===== config.mk =====
export PLATFORM = sky130hd
export DESIGN_NAME = cs_stream
export DESIGN_NICKNAME = d
export VERILOG_FILES = /design/src/rtl/cs_stream.sv
export SDC_FILE = /design/constraint.sdc
export NUM_CORES = 1
export LEC_CHECK = 0
export ABC_AREA = 0
export BUFFER_PORTS_ARGS = -buffer_cell sky130_fd_sc_hd__buf_2
export CORE_ASPECT_RATIO = 0.5
export CORE_MARGIN = 3
export CORE_UTILIZATION = 50
export CTS_BUF_LIST = sky130_fd_sc_hd__clkbuf_4 sky130_fd_sc_hd__clkbuf_8
export DETAILED_ROUTE_END_ITERATION = 10
export GPL_TIMING_DRIVEN = 1
export PLACE_DENSITY = 0.74
export SYNTH_ARGS = -nofsm -noshare
export SYNTH_HDL_FRONTEND = slang
export SYNTH_SLANG_ARGS = --single-unit

===== constraint.sdc =====
create_clock -name clk -period 7.3 [get_ports clk]
set_input_delay 0.73 -clock clk [delete_from_list [all_inputs] [get_ports clk]]
set_output_delay 0.73 -clock clk [all_outputs]
set_load 0.01 [all_outputs]

===== src/rtl/cs_stream.sv =====
// -----------------------------------------------------------------------------
// cs_stream -- multi-channel streaming checksum engine
//
// Accepts packets of up to MAX_BEATS beats. Every beat carries NUM_CH
// independent channels of CH_W bits. Each channel is cut into CH_W/RES_W words.
// Those words are reduced in parallel into one accumulator per channel. After
// the last beat the accumulators are reduced once more and complemented, then
// presented for a single cycle.
//
// Algorithms (mode is sampled on the first beat only):
//   2'b00 / 2'b11 : two's-complement sum, result = -sum mod 2^RES_W
//   2'b01         : ones'-complement sum (end-around carry), result = ~sum
//   2'b10         : XOR of all words, result = xor
//
// Ports
//   clk        single rising-edge clock
//   rst        asynchronous active-high reset
//   in_valid   beat qualifier
//   in_data    beat payload, channel k = in_data[k*CH_W +: CH_W]
//   in_last    final beat of packet (qualified by in_valid)
//   mode       algorithm select, sampled on the first beat
//   in_ready   a beat offered this cycle is accepted
//   out_valid  one-cycle result strobe
//   result     checksum, channel k = result[k*RES_W +: RES_W]; 0 when idle
//   err        packet truncated at MAX_BEATS; 0 when out_valid is low
// -----------------------------------------------------------------------------
module cs_stream #(
    parameter int NUM_CH    = 2,
    parameter int CH_W      = 128,
    parameter int RES_W     = 8,
    parameter int MAX_BEATS = 16
) (
    input  logic                      clk,
    input  logic                      rst,
    input  logic                      in_valid,
    input  logic [NUM_CH*CH_W-1:0]    in_data,
    input  logic                      in_last,
    input  logic [1:0]                mode,
    output logic                      in_ready,
    output logic                      out_valid,
    output logic [NUM_CH*RES_W-1:0]   result,
    output logic                      err
);

    localparam int WORDS      = CH_W / RES_W;
    // Headroom so that MAX_BEATS * WORDS full-scale words never overflow.
    localparam int ACC_W      = RES_W + $clog2(MAX_BEATS * WORDS);
    localparam int CNT_W      = $clog2(MAX_BEATS + 1);
    // Each fold pass at least shrinks the value by RES_W bits; one extra pass
    // absorbs the carry the final addition can generate.
    localparam int FOLD_ITERS = (ACC_W + RES_W - 1) / RES_W + 1;

    typedef enum logic [1:0] {
        IDLE = 2'b00,
        ACC  = 2'b01,
        FOLD = 2'b10,
        OUT  = 2'b11
    } state_t;

    // -------------------------------------------------------------------------
    // Helper functions
    // -------------------------------------------------------------------------

    // Sum of all RES_W words of one channel slice, widened to ACC_W.
    function automatic logic [ACC_W-1:0] word_sum(input logic [CH_W-1:0] chunk);
        logic [ACC_W-1:0] acc_v;
        acc_v = {ACC_W{1'b0}};
        for (int w = 0; w < WORDS; w++) begin
            acc_v = acc_v + ACC_W'(chunk[w*RES_W +: RES_W]);
        end
        return acc_v;
    endfunction

    // XOR of all RES_W words of one channel slice.
    function automatic logic [RES_W-1:0] word_xor(input logic [CH_W-1:0] chunk);
        logic [RES_W-1:0] x_v;
        x_v = {RES_W{1'b0}};
        for (int w = 0; w < WORDS; w++) begin
            x_v = x_v ^ chunk[w*RES_W +: RES_W];
        end
        return x_v;
    endfunction

    // Fold one beat into a running accumulator. Modes 00, 01 and 11 all keep a
    // plain wide sum; the ones'-complement carry folding happens only at the end.
    function automatic logic [ACC_W-1:0] absorb(input logic [ACC_W-1:0] acc,
                                                input logic [1:0]       md,
                                                input logic [CH_W-1:0]  chunk);
        logic [ACC_W-1:0] r_v;
        if (md == 2'b10) begin
            r_v = acc ^ ACC_W'(word_xor(chunk));
        end else begin
            r_v = acc + word_sum(chunk);
        end
        return r_v;
    endfunction

    // Repeated end-around carry fold down to RES_W bits.
    function automatic logic [RES_W-1:0] ones_fold(input logic [ACC_W-1:0] v);
        logic [ACC_W-1:0] t_v;
        t_v = v;
        for (int i = 0; i < FOLD_ITERS; i++) begin
            t_v = (t_v & ACC_W'({RES_W{1'b1}})) + (t_v >> RES_W);
        end
        return t_v[RES_W-1:0];
    endfunction

    // Final reduction / complement of one channel accumulator.
    function automatic logic [RES_W-1:0] finalize(input logic [ACC_W-1:0] acc,
                                                  input logic [1:0]       md);
        logic [RES_W-1:0] r_v;
        case (md)
            2'b01:   r_v = ~ones_fold(acc);
            2'b10:   r_v = acc[RES_W-1:0];
            default: r_v = (~acc[RES_W-1:0]) + RES_W'(1);
        endcase
        return r_v;
    endfunction

    // -------------------------------------------------------------------------
    // State
    // -------------------------------------------------------------------------
    state_t                    state_r;
    state_t                    state_next_s;
    logic [ACC_W-1:0]          acc_r      [NUM_CH];
    logic [ACC_W-1:0]          acc_next_s [NUM_CH];
    logic [CNT_W-1:0]          cnt_r;
    logic [CNT_W-1:0]          cnt_next_s;
    logic [CNT_W-1:0]          cnt_inc_s;
    logic [1:0]                mode_r;
    logic [1:0]                mode_next_s;
    logic                      err_pend_r;
    logic                      err_next_s;
    logic                      accept_s;
    logic [NUM_CH*RES_W-1:0]   fold_res_s;

    logic                      in_ready_r;
    logic                      out_valid_r;
    logic [NUM_CH*RES_W-1:0]   result_r;
    logic                      err_r;

    assign accept_s  = in_valid & in_ready_r;
    assign cnt_inc_s = cnt_r + CNT_W'(1);

    // Next-state, accumulator, counter and latched-mode logic.
    always_comb begin
        state_next_s = state_r;
        cnt_next_s   = cnt_r;
        mode_next_s  = mode_r;
        err_next_s   = err_pend_r;
        for (int ch = 0; ch < NUM_CH; ch++) begin
            acc_next_s[ch] = acc_r[ch];
        end

        case (state_r)
            IDLE: begin
                if (accept_s) begin
                    // First beat: latch mode and restart accumulation from zero.
                    mode_next_s = mode;
                    cnt_next_s  = CNT_W'(1);
                    for (int ch = 0; ch < NUM_CH; ch++) begin
                        acc_next_s[ch] = absorb({ACC_W{1'b0}}, mode,
                                                in_data[ch*CH_W +: CH_W]);
                    end
                    if (in_last || (CNT_W'(1) == CNT_W'(MAX_BEATS))) begin
                        state_next_s = FOLD;
                        err_next_s   = ~in_last;
                    end else begin
                        state_next_s = ACC;
                        err_next_s   = 1'b0;
                    end
                end else begin
                    state_next_s = IDLE;
                end
            end
            ACC: begin
                if (accept_s) begin
                    cnt_next_s = cnt_inc_s;
                    for (int ch = 0; ch < NUM_CH; ch++) begin
                        acc_next_s[ch] = absorb(acc_r[ch], mode_r,
                                                in_data[ch*CH_W +: CH_W]);
                    end
                    // Hitting the beat limit without in_last closes the packet
                    // and flags it as truncated.
                    if (in_last || (cnt_inc_s == CNT_W'(MAX_BEATS))) begin
                        state_next_s = FOLD;
                        err_next_s   = ~in_last;
                    end else begin
                        state_next_s = ACC;
                    end
                end else begin
                    state_next_s = ACC;
                end
            end
            FOLD: begin
                state_next_s = OUT;
            end
            OUT: begin
                state_next_s = IDLE;
            end
            default: begin
                state_next_s = IDLE;
            end
        endcase
    end

    // Final per-channel reduction, evaluated while in FOLD.
    always_comb begin
        fold_res_s = {(NUM_CH*RES_W){1'b0}};
        for (int ch = 0; ch < NUM_CH; ch++) begin
            fold_res_s[ch*RES_W +: RES_W] = finalize(acc_r[ch], mode_r);
        end
    end

    // Core state, accumulators, beat counter and latched mode.
    always_ff @(posedge clk or posedge rst) begin
        if (rst) begin
            state_r    <= IDLE;
            cnt_r      <= {CNT_W{1'b0}};
            mode_r     <= 2'b00;
            err_pend_r <= 1'b0;
            for (int ch = 0; ch < NUM_CH; ch++) begin
                acc_r[ch] <= {ACC_W{1'b0}};
            end
        end else begin
            state_r    <= state_next_s;
            cnt_r      <= cnt_next_s;
            mode_r     <= mode_next_s;
            err_pend_r <= err_next_s;
            for (int ch = 0; ch < NUM_CH; ch++) begin
                acc_r[ch] <= acc_next_s[ch];
            end
        end
    end

    // Registered outputs: the FOLD result is captured on the edge into OUT so
    // out_valid/result/err are high for exactly the OUT cycle and zero otherwise.
    always_ff @(posedge clk or posedge rst) begin
        if (rst) begin
            in_ready_r  <= 1'b1;
            out_valid_r <= 1'b0;
            result_r    <= {(NUM_CH*RES_W){1'b0}};
            err_r       <= 1'b0;
        end else begin
            in_ready_r  <= (state_next_s == IDLE) || (state_next_s == ACC);
            out_valid_r <= (state_r == FOLD);
            result_r    <= (state_r == FOLD) ? fold_res_s : {(NUM_CH*RES_W){1'b0}};
            err_r       <= (state_r == FOLD) ? err_pend_r : 1'b0;
        end
    end

    assign in_ready  = in_ready_r;
    assign out_valid = out_valid_r;
    assign result    = result_r;
    assign err       = err_r;

endmodule


==> results by group, run 1 <==
Global routing
  • Largest net degree at the start of global routing: 62
  • Initial antenna violation count: 0
  • Total GRT Usage: 22.5%
  • First-pass GRT wire length: around 56 mm
  • Total gr overflow: 0
  • Number of global-route vias before repair: 11415

STA
  • Clk_skew: 0.0116 ns
  • Period utilisation layout: a little over nine tenths
  • Final WS setup: 0.404 ns
  • Slew HR: about a third
  • Setup Viol. Count Final: 0
  • Minimum clock period: 6.90 ns
  • RSZ-0062 raised after global routing: no
  • Slew Limit Fails: 0
  • Slew at the pin closest to its max-slew limit: 1.03 ns
  • Top achievable clock speed: 0.145 GHz
  • Final Hold Vio Count: 0

Cells and area
  • Register area: 1530 um^2
  • Fillcell total: 2427
  • Diode count: 0
  • Area Growth Syn to Fin: 15.1%
  • Share of cells above drive strength 1: 18.2%
  • Nets: around 2400
  • Area of the multi-input gates: about 11000 um^2

Detailed routing
  • DR iter-0 viols: 724
  • DR DRC count: 0
  • Vias: 11261
  • DRT Wirelength: ~34 mm
  • DR pass1 iterations: 5
  • Routed Antenna Nets: 0
  • Wire length per cell: 15.2 um
  • Via density: 5.07

Floorplan
  • Die H: between 100 and 150 um
  • Die Wd: 243 um
  • Die area: 30400 um^2
  • I/O pin total: 281
  • Initial Utilization: a little over half
  • FP Rows: 42
  • Core box area: approximately 27000 um^2

Logic synthesis
  • Post-Synthesis Cells: 1559
  • Main area contributors after synthesis: fa_1 (31%), xnor2_1 (13%), dfrtp_1 (11%)
  • Synth top area share: 31.2%
  • Mapped Nets: 2138
  • Synth area leader: fa_1
  • Yosys warns: 0
  • Post-synth EDFFs: 0
  • Distinct cells, synth: 70
  • Post-synth ARST share: 100%
  • Register area share after synthesis: 10.8%
  • Mapped Area: ~14000 um^2
  • Synth Register Bits: 61
  • Top FF cell, synth: dfrtp_1
  • Syn avg cell area: 9.04 um^2

Clocking
  • Postcts setup bufs: 0
  • CTS buffer count: 9
  • Root buf cell: clkbuf_8
  • Post-CTS Resized: 0
  • Cts hold-fix bufs: 0
  • Clk sink count: 61
  • H-tree levels: 3
  • CTS tree: yes
  • Clk buf depth: 2
  • Clock latency on the worst-skew pair: 0.36 ns
  • Reg clk slew, reported paths: 0.07 ns

Min path
  • HP Class: reg2reg

Run status
  • Status: finished clean

Worst setup path
  • Kind of end point of the critical path: flip-flop
  • Data arrival, critical path: 7.17 ns
  • Crit Path Class: in2reg
  • Worst path required time: 7.57 ns
  • CP max FO: 5
  • Critical Path Source Type: input pin

Placed design
  • Post-DP HPWL: approximately 30 mm
  • Input/output buffers: 280
  • GPL Wtd Cong: around 0.9
  • Setup WS pre-CTS: -0.0847 ns

Flow run
  • Max-Cap Viols: 0
==> sequential cells by signal (all words and copies together), names as in the netlist <==
| name | cells |
|---|---|
| state_r | 2 |
| err | 1 |
| in_ready | 1 |
| result | 16 |
| out_valid | 1 |
| err_pend_r | 1 |
| cnt_r | 5 |
| mode_r | 2 |
| acc_r | 32 |
==> routing by layer <==
| metal | global-route usage, % | routed length [um] |
|---|---|---|
| met5 | 0 | 0 |
| met4 | 2.49 | 231 |
| met3 | 2.39 | 1710 |
| met1 | 33.1 | 16300 |
| met2 | 36.9 | 15500 |
==> path summary, 6_finish.rpt <==
| kind | start | to | slack [ns] | cells after the start |
|---|---|---|---|---|
| setup / recovery | in_data[130] | acc_r[14] | 0.40 | 27 |
| hold / removal | err_pend_r | err | 0.50 | 1 |
| setup reg to reg | acc_r[0] | result[14] | 2.70 | 19 |
| hold reg to reg | err_pend_r | err | 0.50 | 1 |
| max in group asynchronous | rst | acc_r[9] | 6.18 | 3 |
| min in group asynchronous | rst | result[11] | 0.59 | 3 |
==> cell usage after synthesis (10+ instances only) <==
library cell  count
o21a_1           19
dfrtp_1          60
xnor2_1         212
o21bai_1         12
nand4_1          10
ha_1             97
a211oi_1         16
nor2_1           75
clkbuf_1         21
inv_1           373
a221oi_1         13
nor3_1           11
nand2b_1         13
mux2i_1          13
o211ai_1         11
a21oi_1          62
fa_1            220
xor2_1           48
nand2_1          51
nand3_1          14
o21ai_0          67
a21o_1           20
==> layout by cell type, fill, tap and decap left out, types with 12 or more instances in the layout <==
master,synthesis,final
xor2_1,48,48
nand2b_1,13,13
inv_1,373,372
o21bai_1,12,12
ha_1,97,97
nand3_1,14,14
o21a_1,19,19
nand2_1,51,51
o21ai_0,67,67
xnor2_1,212,212
buf_2,1,280
a211oi_1,16,16
fa_1,220,220
nor2_1,75,74
mux2i_1,13,13
dfrtp_1,60,60
buf_4,0,13
a21o_1,20,20
a21oi_1,62,60
a221oi_1,13,13
==> area by class of cell <==
cell class              instances  area share, %
multi-input cells            1102           68.4
repair buffers                293           9.24
clock inverters                 5          0.509
well taps                     374           2.89
inverters                     373           8.63
clock buffers                  11          0.895
flip-flops and latches         61           9.42
==> kinds of logic after synthesis <==
| family | Yosys count | share of synthesized area [%] |
|---|---|---|
| AND/OR/NAND/NOR | 222 | 7.62 |
| multiplexers | 13 | 0.923 |
| adder cells (fa/ha/maj) | 318 | 39.9 |
| buffers and inverters | 396 | 10.6 |
| AO/OA/AOI/OAI | 285 | 13.4 |
| XOR/XNOR | 264 | 16.7 |
| flip-flops | 61 | 10.8 |
==> worst max-delay path, cell delays in order <==
cell and delay [ns]:
buf_2 0.11, fa_1 0.56, inv_1 0.07, fa_1 0.54, inv_1 0.06, fa_1 0.50
fa_1 0.52, fa_1 0.54, inv_1 0.05, fa_1 0.47, inv_1 0.07, ha_1 0.19
inv_1 0.06, fa_1 0.39, nor2b_1 0.15, o21a_1 0.14, o21a_1 0.13, buf_4 0.13
o31a_1 0.15, xor2_1 0.21, ha_1 0.32, a21o_1 0.18, a21o_1 0.17, a31oi_1 0.24
o21ai_0 0.17, o21a_1 0.19, mux2i_1 0.13
==> per-stage QoR <==
step / area (um^2) / utilization [%] / cells / setup TNS (ns) / hold slack [ns]
floorplan: 14100 / - / 1559 / 0 / 0.454
global placement: 16000 / 59.0 / 2203 / 0 / 0.498
detailed placement: 16000 / 59.0 / 2203 / -0.104 / 0.500
CTS: 16200 / 59.9 / 2219 / 0 / 0.515
global route: 16200 / 59.9 / 2219 / 0 / 0.533
finish: 16200 / 59.9 / 2219 / 0 / 0.503
Power of run 1 is not shown: default switching activity piles up to over one toggle a cycle in this logic, so the estimate is an artifact.
==> inputs of run 2 (changes only) <==
CORE_UTILIZATION = 60   (was 50)
PLACE_DENSITY = 0.86   (was 0.74)
==> run 2 against run 1 <==
Setup slack got worse by 0.11 ns. Clock-buffer cell count unchanged. Utilization rose by 12 points. First-iteration DRC count decreased by 14%. Sequential share of layout area rose by 0.076 points. Maximum frequency fell by 1.6%. Final area is 0.80% lower. Critical path depth unchanged. Die area is 16% lower. Non-clock buffer count down 3.
==> results by group, run 2 (synthesized netlist as in run 1, its figures left out) <==
STA
  • Slew Limit Fails: 0 (unchanged)
  • Slew HR: 29.2% (-2.3 points)
  • Total negative slack: 0 ns (unchanged)
  • Clk_skew: 0.00835 ns (-0.00328 ns)
  • Final Hold Vio Count: 0 (unchanged)
  • Minimum clock period: 7.01 ns (+0.109 ns)
  • Slew at the pin closest to its max-slew limit: 1.06 ns (+0.0346 ns)
  • Setup Viol. Count Final: 0 (unchanged)
  • Top achievable clock speed: 0.143 GHz (-1.6%)
  • Hold Slack: 0.486 ns (-0.0165 ns)
  • Period utilisation layout: 96.0% (+1.5 points)

Detailed routing
  • DRT Wirelength: 34.1 mm (+1.1%)
  • DR iter-0 viols: 624 (-14%)
  • DR DRC count: 0 (unchanged)
  • Routed Antenna Nets: 0 (unchanged)
  • Wire length per cell: 15.9 um (+4.8%)
  • DR pass1 iterations: 5 (unchanged)
  • Vias: 11519 (+2.3%)
  • Via density: 5.38 (+6.0%)

Flow run
  • Max-Cap Viols: 0 (unchanged)

Cells and area
  • Nets: 2416 (-0.12%)
  • Largest register by flop count: acc_r
  • Most common cell after layout, fill and taps aside: inv_1
  • Diode count: 0 (unchanged)
  • Final core occ: 72.0% (+12 points)
  • Max FFs per register: 32 (unchanged)
  • Most frequent cells in the layout: inv_1 (372), buf_2 (280), fa_1 (220), xnor2_1 (212), ha_1 (97)
  • Area Growth Syn to Fin: 14.1%
  • Cell area after layout: 16100 um^2 (-0.80%)
  • Share of cells above drive strength 1: 18.1% (-0.13 points)

Floorplan
  • FP Rows: 38 (-9.5%)
  • Die area: 25500 um^2 (-16%)
  • Initial Utilization: 63.1% (+11 points)
  • Die H: 114 um (-8.3%)
  • Die Wd: 223 um (-8.5%)
  • I/O pin total: 281 (unchanged)
  • Core box area: 22300 um^2 (-17%)

Worst setup path
  • Family with the most delay on the worst path: adder cells
  • Crit Path Class: in2reg
  • Most Frequent Cell on Critical Path: fa_1
  • Buf/Inv on CP: 7 (unchanged)
  • Worst path required time: 7.56 ns (about the same)
  • Critical Path Source Type: input pin
  • CP peak stage delay: 0.57 ns (about the same)
  • CP max FO: 5 (unchanged)
  • Data arrival, critical path: 7.26 ns (+0.09 ns)
  • Worst path slowest cell: fa_1
  • Kind of end point of the critical path: flip-flop

Global routing
  • First-pass GRT wire length: 57.1 mm (+2.0%)
  • Initial antenna violation count: 0 (unchanged)
  • Largest net degree at the start of global routing: 62 (unchanged)
  • Total GRT Usage: 27.6% (+5.1 points)
  • Total gr overflow: 0 (unchanged)
  • Number of global-route vias before repair: 12002 (+5.1%)

Placed design
  • GPL Wtd Cong: 0.925 (+2.4%)
  • Input/output buffers: 280 (unchanged)
  • Placed instance area: 15900 um^2 (-0.72%)
  • Post-DP HPWL: 30.2 mm (+1.1%)

Clocking
  • Root buf cell: clkbuf_8
  • Reg clk slew, reported paths: 0.07 ns (about the same)
  • H-tree levels: 3 (unchanged)
  • Cts hold-fix bufs: 0 (unchanged)
  • Clk sink count: 61 (unchanged)
  • Clock latency on the worst-skew pair: 0.37 ns (about the same)
  • CTS buffer count: 9 (unchanged)
  • Clk buf depth: 2 (unchanged)
  • CTS tree: yes

Run status
  • Status: finished clean

Min path
  • HP Class: reg2reg
## run 2: metal layers
layer | vias up | wire [um] | track usage [%]
met4 | 0 | 405 | 4.36
met5 | - | 0 | 0
met3 | 37 | 2480 | 4.02
li1 | 5489 | - | -
met1 | 5625 | 15500 | 39.7
met2 | 368 | 15800 | 45.8
## run 2: metrics by stage
stage          setup slack (ns)  std cells
2_1_floorplan             0.270       1559
3_3_place_gp             0.0458       2126
5_1_grt                -0.00541       2142
6_report                  0.294       2142
3_5_place_dp             -0.206       2126
4_1_cts                   0.161       2142
## run 2: repair_timing
item | 4_1_cts | 5_1_grt
setup buffers | 0 | 0
setup endpoints to repair | 0 | 5
resized for setup | 0 | 6
## run 2: final cells by class
type | instances | area [um^2]
multi-input combinational | 1102 | 11100
fill | 1697 | 6260
sequential | 61 | 1530
timing repair buffer | 290 | 1480
inverter | 373 | 1400
tap | 300 | 375
clock buffer | 11 | 145
clock inverter | 5 | 58.8
## run 2: final timing paths
path / start / to / slack, ns / cells after the start
setup / recovery: in_data[130] / acc_r[13] / 0.29 / 27
hold / removal: err_pend_r / err / 0.49 / 1
setup reg to reg: acc_r[16] / result[6] / 2.58 / 19
hold reg to reg: err_pend_r / err / 0.49 / 1
max in group asynchronous: rst / acc_r[30] / 6.19 / 3
min in group asynchronous: rst / out_valid / 0.58 / 3
Power of run 2 is left out for the same reason.
==> inputs of run 3 (changes only) <==
CTS_BUF_LIST = sky130_fd_sc_hd__clkbuf_16   (was sky130_fd_sc_hd__clkbuf_4 sky130_fd_sc_hd__clkbuf_8)
==> run 3 against run 2 <==
Maximum frequency fell by 0.16%. Utilization rose by 0.44 points. Final cell count unchanged. Critical path type unchanged. Critical endpoint is now acc_r[14]. Highest routed layer unchanged.
==> results by group, run 3 (synthesized netlist as in run 1, its figures left out) <==
STA
  • Minimum clock period: 7.02 ns (+0.0114 ns)
  • Slew Limit Fails: 0 (unchanged)
  • Slew HR: 29.9% (+0.64 points)
  • RSZ-0062 raised after global routing: no
  • Top achievable clock speed: 0.143 GHz (-0.16%)
  • Final WS setup: 0.283 ns (-0.0114 ns)
  • Period utilisation layout: 96.1% (+0.16 points)
  • Clk_skew: 0.00615 ns (-0.00220 ns)
  • Setup Viol. Count Final: 0 (unchanged)
  • Slew at the pin closest to its max-slew limit: 1.05 ns (-0.00966 ns)
  • Final Hold Vio Count: 0 (unchanged)

Cells and area
  • Nets: 2416 (unchanged)
  • Diode count: 0 (unchanged)
  • Share of cells above drive strength 1: 18.1% (unchanged)
  • Largest register by flop count: acc_r
  • Most common cell after layout, fill and taps aside: inv_1
  • Area Growth Syn to Fin: 14.8%
  • Most frequent cells in the layout: inv_1 (373), buf_2 (280), fa_1 (220), xnor2_1 (212), ha_1 (97)
  • Max FFs per register: 32 (unchanged)
  • Fillcell total: 1683 (-0.82%)

Global routing
  • Busiest grt layer: met2
  • Largest net degree at the start of global routing: 62 (unchanged)
  • Initial antenna violation count: 0 (unchanged)
  • First-pass GRT wire length: 57.2 mm (+0.25%)
  • GR Util met2: 46.0% (+0.16 points)
  • Total gr overflow: 0 (unchanged)
  • Total GRT Usage: 27.7% (+0.067 points)
  • Met1 GRT Util: 39.6% (-0.081 points)
  • Number of global-route vias before repair: 12047 (+0.37%)
  • Met3 GRT Util: 4.15% (+0.13 points)

Clocking
  • CTS tree: yes
  • Clock latency on the worst-skew pair: 0.34 ns (-0.03 ns)
  • Cts hold-fix bufs: 0 (unchanged)
  • Postcts setup bufs: 0 (unchanged)
  • CTS buffer count: 9 (unchanged)
  • Reg clk slew, reported paths: 0.06 ns (about the same)
  • Clk buf depth: 2 (unchanged)
  • H-tree levels: 3 (unchanged)
  • Post-CTS Resized: 0 (unchanged)
  • Clk sink count: 61 (unchanged)
  • Root buf cell: clkbuf_16

Worst setup path
  • CP max FO: 5 (unchanged)
  • Kind of end point of the critical path: flip-flop
  • Critical Path Source Type: input pin
  • Data arrival, critical path: 7.27 ns (about the same)
  • Worst path required time: 7.55 ns (about the same)
  • Crit Path Class: in2reg

Floorplan
  • Die area: 25500 um^2 (unchanged)
  • I/O pin total: 281 (unchanged)
  • Core box area: 22300 um^2 (unchanged)
  • Die Wd: 223 um (unchanged)
  • FP Rows: 38 (unchanged)
  • Die H: 114 um (unchanged)
  • Initial Utilization: 63.1% (unchanged)

Detailed routing
  • Wire length per cell: 16.0 um (+0.29%)
  • Routed Antenna Nets: 0 (unchanged)
  • DR iter-0 viols: 676 (+8.3%)
  • DR pass1 iterations: 5 (unchanged)
  • Via density: 5.41 (+0.56%)
  • Vias: 11584 (+0.56%)
  • DR DRC count: 0 (unchanged)
  • DRT Wirelength: 34.2 mm (+0.29%)

Placed design
  • GPL Wtd Cong: 0.925 (unchanged)
  • Input/output buffers: 280 (unchanged)
  • Post-DP HPWL: 30.2 mm (unchanged)
  • Setup WS pre-CTS: -0.206 ns (unchanged)

Flow run
  • Max-Cap Viols: 0 (unchanged)

Min path
  • HP Class: reg2reg

Run status
  • Status: finished clean
==> run 3: critical path: stages <==
cell     delay, ns
buf_2         0.11
fa_1          0.57
inv_1         0.07
fa_1          0.53
inv_1         0.05
fa_1          0.51
fa_1          0.52
fa_1          0.56
inv_1         0.06
fa_1          0.53
inv_1         0.05
ha_1          0.22
inv_1         0.08
fa_1          0.20
nor2b_1       0.06
o21a_1        0.18
o21a_1        0.19
buf_4         0.15
o31a_1        0.28
xor2_2        0.17
ha_1          0.37
a21o_1        0.18
a21o_1        0.19
a31oi_2       0.19
o21ai_0       0.16
o21a_1        0.20
mux2i_1       0.16
==> run 3: final timing paths <==
check                       endpoint  cells past startpoint          from  slack [ns]
setup / recovery           acc_r[14]                     27  in_data[130]        0.28
hold / removal                   err                      1    err_pend_r        0.49
setup reg to reg           result[6]                     19     acc_r[16]        2.56
hold reg to reg                  err                      1    err_pend_r        0.49
max in group asynchronous   acc_r[7]                      3           rst        6.15
min in group asynchronous  result[7]                      3           rst        0.61
==> run 3: metal layers <==
layer	routed length (um)	up-vias
met2	15900	375
li1	-	5493
met3	2380	34
met1	15600	5682
met5	0	-
met4	389	0
==> run 3: area by class of cell <==
class | count | area (um^2) | area share [%]
flip-flops and latches | 61 | 1530 | 9.44
repair buffers | 290 | 1480 | 9.12
multi-input cells | 1102 | 11100 | 68.7
well taps | 300 | 375 | 2.32
clock inverters | 7 | 66.3 | 0.410
clock buffers | 9 | 225 | 1.39
inverters | 373 | 1400 | 8.65
==> run 3: stage by stage <==
step / instances / TNS, ns / instance area [um^2] / hold slack (ns) / util (%)
floorplan: 1559 / 0 / 14100 / 0.454 / -
global placement: 2126 / 0 / 15900 / 0.476 / 71.0
detailed placement: 2126 / -0.443 / 15900 / 0.475 / 71.0
CTS: 2142 / 0 / 16200 / 0.490 / 72.3
global route: 2142 / 0 / 16200 / 0.512 / 72.4
finish: 2142 / 0 / 16200 / 0.486 / 72.4
Power of run 3 is left out for the same reason.
